===== src/rtl/hazard_fwd_pkg.sv =====
// Shared constants for the ID-stage hazard/forwarding unit:
// ISA opcodes, forwarding select encoding and FSM states.
package hazard_fwd_pkg;

  localparam int ISIZE     = 16;
  localparam int RSIZE_DEF = 4;

  localparam logic [3:0] OP_ADD  = 4'd0;
  localparam logic [3:0] OP_SUB  = 4'd1;
  localparam logic [3:0] OP_AND  = 4'd2;
  localparam logic [3:0] OP_OR   = 4'd3;
  localparam logic [3:0] OP_ADDI = 4'd4;
  localparam logic [3:0] OP_ANDI = 4'd5;
  localparam logic [3:0] OP_ORI  = 4'd6;
  localparam logic [3:0] OP_SLL  = 4'd7;
  localparam logic [3:0] OP_LW   = 4'd8;
  localparam logic [3:0] OP_SW   = 4'd9;
  localparam logic [3:0] OP_LUI  = 4'd10;
  localparam logic [3:0] OP_LI   = 4'd11;
  localparam logic [3:0] OP_B    = 4'd12;
  localparam logic [3:0] OP_JAL  = 4'd13;
  localparam logic [3:0] OP_JR   = 4'd14;
  localparam logic [3:0] OP_EXEC = 4'd15;

  localparam logic [2:0] FWD_RF = 3'd0;

  typedef enum logic {
    ST_RUN   = 1'b0,
    ST_FLUSH = 1'b1
  } state_t;

endpackage


===== src/rtl/hazard_scoreboard.sv =====
// In-flight destination shift register with a nearest-match
// priority encoder for two source addresses.
module hazard_scoreboard
  import hazard_fwd_pkg::*;
#(
  parameter int RSIZE = RSIZE_DEF,
  parameter int DEPTH = 2
) (
  input  logic             clk,
  input  logic             rst,
  input  logic             inValid,
  input  logic [RSIZE-1:0] inDest,
  input  logic             inLoad,
  input  logic [RSIZE-1:0] src1,
  input  logic [RSIZE-1:0] src2,
  output logic [2:0]       hit1Stage,
  output logic             hit1Load,
  output logic [2:0]       hit2Stage,
  output logic             hit2Load,
  output logic             headValid
);

  logic [DEPTH:1]   vld;
  logic [DEPTH:1]   ld;
  logic [RSIZE-1:0] dst [DEPTH:1];

  always_ff @(posedge clk or negedge rst) begin
    if (!rst) begin
      vld <= '0;
      ld  <= '0;
      for (int k = 1; k <= DEPTH; k++)
        dst[k] <= '0;
    end else begin
      vld[1] <= inValid;
      ld[1]  <= inLoad & inValid;
      dst[1] <= inDest;
      for (int k = 2; k <= DEPTH; k++) begin
        vld[k] <= vld[k-1];
        ld[k]  <= ld[k-1];
        dst[k] <= dst[k-1];
      end
    end
  end

  // Scan oldest to youngest so the nearest match wins.
  always_comb begin
    hit1Stage = FWD_RF;
    hit1Load  = 1'b0;
    hit2Stage = FWD_RF;
    hit2Load  = 1'b0;
    for (int k = DEPTH; k >= 1; k--) begin
      if (vld[k] && src1 != '0 && dst[k] == src1) begin
        hit1Stage = 3'(k);
        hit1Load  = ld[k];
      end
      if (vld[k] && src2 != '0 && dst[k] == src2) begin
        hit2Stage = 3'(k);
        hit2Load  = ld[k];
      end
    end
  end

  assign headValid = vld[1];

endmodule


===== src/rtl/hazard_fwd_unit.sv =====
// ID-stage forwarding selects, load-use stall and branch flush.
// Optional HAZARD_PERF_CNT_EN adds stall/flush cycle counters.
module hazard_fwd_unit
  import hazard_fwd_pkg::*;
#(
  parameter int RSIZE      = RSIZE_DEF,
  parameter int DEPTH      = 2,
  parameter int LOAD_LAT   = 1,
  parameter int BR_PENALTY = 2
) (
  input  logic             clk,
  input  logic             rst,
  input  logic             id_valid,
  input  logic [3:0]       id_opcode,
  input  logic [RSIZE-1:0] id_rs,
  input  logic [RSIZE-1:0] id_rt,
  input  logic [RSIZE-1:0] id_rd,
  input  logic             br_taken,
  output logic [2:0]       fwd_src1,
  output logic [2:0]       fwd_src2,
  output logic             stall,
  output logic             flush,
  output logic             ex_valid
`ifdef HAZARD_PERF_CNT_EN
  ,
  output logic [15:0]      stall_cycles,
  output logic [15:0]      flush_cycles
`endif
);

  if (DEPTH < 1 || DEPTH > 6) begin : gBadDepth
    $error("hazard_fwd_unit: DEPTH must be 1..6");
  end
  if (BR_PENALTY < 1 || BR_PENALTY > 7) begin : gBadPen
    $error("hazard_fwd_unit: BR_PENALTY must be 1..7");
  end

  logic [RSIZE-1:0] src1, src2, dest;
  logic             isLoad, useRt, useRd;

  always_comb begin
    src1   = (id_opcode <= OP_SW) ? id_rs : '0;
    useRt  = id_opcode <= OP_OR;
    useRd  = id_opcode inside {OP_SW, OP_LUI, OP_JR, OP_EXEC};
    unique case (1'b1)
      useRt:   src2 = id_rt;
      useRd:   src2 = id_rd;
      default: src2 = '0;
    endcase
    dest = (id_opcode <= OP_LW ||
            id_opcode inside {OP_LUI, OP_LI, OP_JAL})
           ? id_rd : '0;
    isLoad = id_opcode == OP_LW;
  end

  logic [2:0] hit1Stage, hit2Stage;
  logic       hit1Load, hit2Load, headValid;
  logic       haz1, haz2, issue;

  hazard_scoreboard #(
    .RSIZE(RSIZE),
    .DEPTH(DEPTH)
  ) uSb (
    .clk      (clk),
    .rst      (rst),
    .inValid  (issue),
    .inDest   (dest),
    .inLoad   (isLoad),
    .src1     (src1),
    .src2     (src2),
    .hit1Stage(hit1Stage),
    .hit1Load (hit1Load),
    .hit2Stage(hit2Stage),
    .hit2Load (hit2Load),
    .headValid(headValid)
  );

  assign haz1 = hit1Load && hit1Stage != FWD_RF &&
                hit1Stage <= 3'(LOAD_LAT);
  assign haz2 = hit2Load && hit2Stage != FWD_RF &&
                hit2Stage <= 3'(LOAD_LAT);

  assign fwd_src1 = haz1 ? FWD_RF : hit1Stage;
  assign fwd_src2 = haz2 ? FWD_RF : hit2Stage;

  state_t     st, stNext;
  logic [2:0] cnt, cntNext;
  logic       flushRaw;

  always_ff @(posedge clk or negedge rst) begin
    if (!rst) begin
      st  <= ST_RUN;
      cnt <= '0;
    end else begin
      st  <= stNext;
      cnt <= cntNext;
    end
  end

  // FLUSH lasts cnt cycles; the br_taken cycle itself is the first.
  always_comb begin
    stNext   = st;
    cntNext  = cnt;
    flushRaw = 1'b0;
    unique case (st)
      ST_RUN: begin
        if (br_taken) begin
          flushRaw = 1'b1;
          if (BR_PENALTY > 1) begin
            stNext  = ST_FLUSH;
            cntNext = 3'(BR_PENALTY - 1);
          end
        end
      end
      ST_FLUSH: begin
        flushRaw = 1'b1;
        if (br_taken) begin
          cntNext = 3'(BR_PENALTY - 1);
        end else if (cnt <= 3'd1) begin
          stNext  = ST_RUN;
          cntNext = '0;
        end else begin
          cntNext = cnt - 3'd1;
        end
      end
      default: stNext = ST_RUN;
    endcase
  end

  assign flush    = rst & flushRaw;
  assign stall    = id_valid & (haz1 | haz2) & ~flush;
  assign issue    = id_valid & ~stall & ~flush;
  assign ex_valid = headValid;

`ifdef HAZARD_PERF_CNT_EN
  always_ff @(posedge clk or negedge rst) begin
    if (!rst) begin
      stall_cycles <= '0;
      flush_cycles <= '0;
    end else begin
      if (stall && stall_cycles != 16'hFFFF)
        stall_cycles <= stall_cycles + 16'd1;
      if (flush && flush_cycles != 16'hFFFF)
        flush_cycles <= flush_cycles + 16'd1;
    end
  end
`endif

endmodule

===== config.mk =====
export PLATFORM = sky130hd
export DESIGN_NAME = hazard_fwd_unit
export DESIGN_NICKNAME = d
export VERILOG_FILES = /design/src/rtl/hazard_fwd_pkg.sv /design/src/rtl/hazard_scoreboard.sv /design/src/rtl/hazard_fwd_unit.sv
export SDC_FILE = /design/constraint.sdc
export NUM_CORES = 1
export LEC_CHECK = 0
export CAP_MARGIN = 20
export CORE_UTILIZATION = 53
export CTS_BUF_LIST = sky130_fd_sc_hd__clkbuf_4
export CTS_CLUSTER_SIZE = 40
export DETAILED_ROUTE_END_ITERATION = 10
export GPL_ROUTABILITY_DRIVEN = 0
export GPL_TIMING_DRIVEN = 0
export PLACE_DENSITY = 0.87
export SETUP_SLACK_MARGIN = 0.02
export SLEW_MARGIN = 20
export SYNTH_ARGS = -nofsm -noshare
export SYNTH_HDL_FRONTEND = slang
export SYNTH_SLANG_ARGS = --single-unit

===== constraint.sdc =====
create_clock -name clk -period 5 [get_ports clk]
set_input_delay 0.5 -clock clk [delete_from_list [all_inputs] [get_ports clk]]
set_output_delay 0.5 -clock clk [all_outputs]
set_load 0.05 [all_outputs]

==> run metrics <==
grt total ovfl 0; P per Cell Area 215.4 nW/um^2; WS Path Type input port to output port; initial antenna violation count 0; via-per-instance ratio 5.747; Reg2Reg Depth 5; DIE WIDTH 46.40 microns; Reg-to-Reg End uSb.ld[1]$_DFF_PN0_; CTS resizes 0; Setup TNS 0 ns; all-layer global routing usage 27.99%; final setup violation count 0; worst vdd ir 0.2574 mV; Post-Syn Area 1045 sq um; Leak 0.5831 nW; Crit-path slowest cell clkdlybuf4s50_1; Buf/Inv on CP 2; sequential fraction of the synthesis area 35.93%; Die Y 46.40 microns; TritonRoute pass-1 iters 5; Yosys reg bits 15; setup slack, reg-to-reg 3.33 ns; routed len/inst 14.88 microns; count leader, synth dfrtp_1; layout cells sized above 1 10.34%; hold slack 0.4452 ns; Initial Util 58.60%; initial DRC count 28; Slew @ Worst Pin 0.6580 ns; post-synthesis mux area share 0.9581%; crit path from id_opcode[3]; Post-synth EDFFs 0; top_reg_cell synth dfrtp_1; min-delay src uSb.dst[2]$_DFF_PN0_; Slew headroom 55.99%; post-synthesis cell type count 42; CTS buffer count 3; period utilization 75.82%; synth warn 0; Fmax 263.8 MHz; top-area cell type share of the netlist area 35.93%; CP Data Required Time 4.50 ns; RR Startpoint uSb.dst[3]$_DFF_PN0_; Simple-Gate Fraction of Synth Area 27.43%; # hold bufs at CTS 0; xor/xnor share of the synthesized area 8.383%; clock root buffer clkbuf_4; status finished, final reports clean; Clock Path Buffers 2; die area 2153 sq um; first-pass GRT wire length 4202 microns; clock transition at the registers of the reported paths 0.08 ns; Crit path max-delay family buffers and inverters; largest family of logic cells by synthesized area simple AND/OR/NAND/NOR gates; detailed placement HPWL 2011 microns; CTS tree yes; H-tree Lvls 1; CP most frequent cell clkdlybuf4s50_1; fin crit period 3.791 ns; area growth from synthesis to layout 30.18%; post-synth top area cell dfrtp_1; vias in the first global route 975; WP data arrival 3.29 ns; largest net degree at the start of global routing 17; CORE AREA 1783 sq um; unrepaired setup endpoints after global routing no; adder-cell share of the synthesized area 1.198%; critical-path cell list clkdlybuf4s50_1, nand2_2, o21ai_4, mux2i_1, a32oi_1, o31ai_2, and4_1, clkdlybuf4s50_1; final wirelength 2530 microns; Post-synth top cells dfrtp_1 (15), nand2_1 (10), a21oi_1 (8); CP Capture Type output port; Synth area leaders dfrtp_1 (36%), xor2_1 (5.0%), a21oi_1 (3.8%); Synth Area in Compound Gates 20.72%; Layout Nets 167; CTS Sinks 15; ys async rst share 100.0%; Max Slew Vio Count 0; Port Buffer Count 25; endpoints failing hold 0; Cells after Synth 115; IO Pins 29; Max FO, Critical Path 8; Synth Area per Inst 9.085 sq um; Antenna Nets Post-Route 0; max incr delay on CP 0.81 ns; detailed-route via count 977; WHS Endpoint uSb.dst[6]$_DFF_PN0_; Max Cap Viol 0; later-pin clock latency in the skew report 0.28 ns; DRC viols 0; Worst Hold Class flop to flop; nature of the critical path startpoint input port; Post-CTS Repair Setup Buffers 0; ant diodes 0; Worst Hold Path Cells 0; Max Clock Skew 0.001033 ns; Site Rows 15
sequential cells by signal, summed over array words and instances, names as in the netlist:
signal   count
cnt          3
st           1
uSb.vld      2
uSb.dst      8
uSb.ld       1
power by group:
part	internal (mW)	switching, mW	leakage [nW]
registers	0.128	0.00922	0.188
logic	0.0395	0.0442	0.377
clock network	0.0364	0.0354	0.0184
layout make-up:
class / count / area, sq um
multi-input cells: 91 / 620.6
well taps: 25 / 31.28
clock buffers: 4 / 30.03
flip-flops and latches: 15 / 375.4
repair buffers: 25 / 250.2
inverters: 7 / 26.28
plain buffers: 3 / 26.28
fillers: 128 / 422.9
cells by family after synthesis:
logic type	after synthesis
AND/OR/NAND/NOR	48
XOR/XNOR	10
flip-flops	15
other	1
adder cells (fa/ha/maj)	1
multiplexers	1
AO/OA/AOI/OAI	29
buffers and inverters	10
metal layers:
layer / wire (microns) / GRT usage [%] / share of wire [%]
met5: 0 / 0 / 0
met4: 10 / 6.471 / 0.40
met3: 204 / 5.882 / 8.1
met2: 1265 / 47.78 / 50
met1: 1049 / 35.82 / 41
worst reg2reg max path: stages (launching register included):
cell      delay, ns
dfrtp_1        0.48
nand2b_1       0.23
and3_1         0.21
a32oi_1        0.27
o31ai_2        0.14
a211oi_1       0.25
layout by cell type, fill, tap and decap left out, types with 5 or more instances in the layout:
master and instances:
dfrtp_1 15, clkdlybuf4s50_1 25, nand2_1 10, inv_1 7, a21oi_1 8, nor3_1 5
o21ai_0 5, xor2_1 6, nand2b_1 5
metrics by stage:
| stage | power, mW | worst slack, ns | cells | cell area, sq um | util (%) |
|---|---|---|---|---|---|
| 3_5_place_dp | 0.2225 | 1.207 | 166 | 1330 | 74.60 |
| 6_report | 0.2930 | 1.209 | 170 | 1360 | 76.28 |
| 4_1_cts | 0.2945 | 1.204 | 170 | 1360 | 76.28 |
| 5_1_grt | 0.3102 | 1.094 | 170 | 1360 | 76.28 |
| 3_3_place_gp | 0.2190 | 1.256 | 166 | 1330 | 74.60 |
| 2_1_floorplan | 0.1865 | 2.158 | 116 | 1049 | - |
how the worst max path moves through the flow:
| stage | to | depth (start not counted) | slack (ns) |
|---|---|---|---|
| after detailed placement | stall | 8 | 1.21 |
| final | stall | 8 | 1.21 |
| after CTS | stall | 8 | 1.20 |
| after floorplan | fwd_src2[0] | 7 | 2.16 |
| after global placement | stall | 8 | 1.26 |
| after global routing | stall | 8 | 1.09 |
Power figures use the tool's default switching activity.
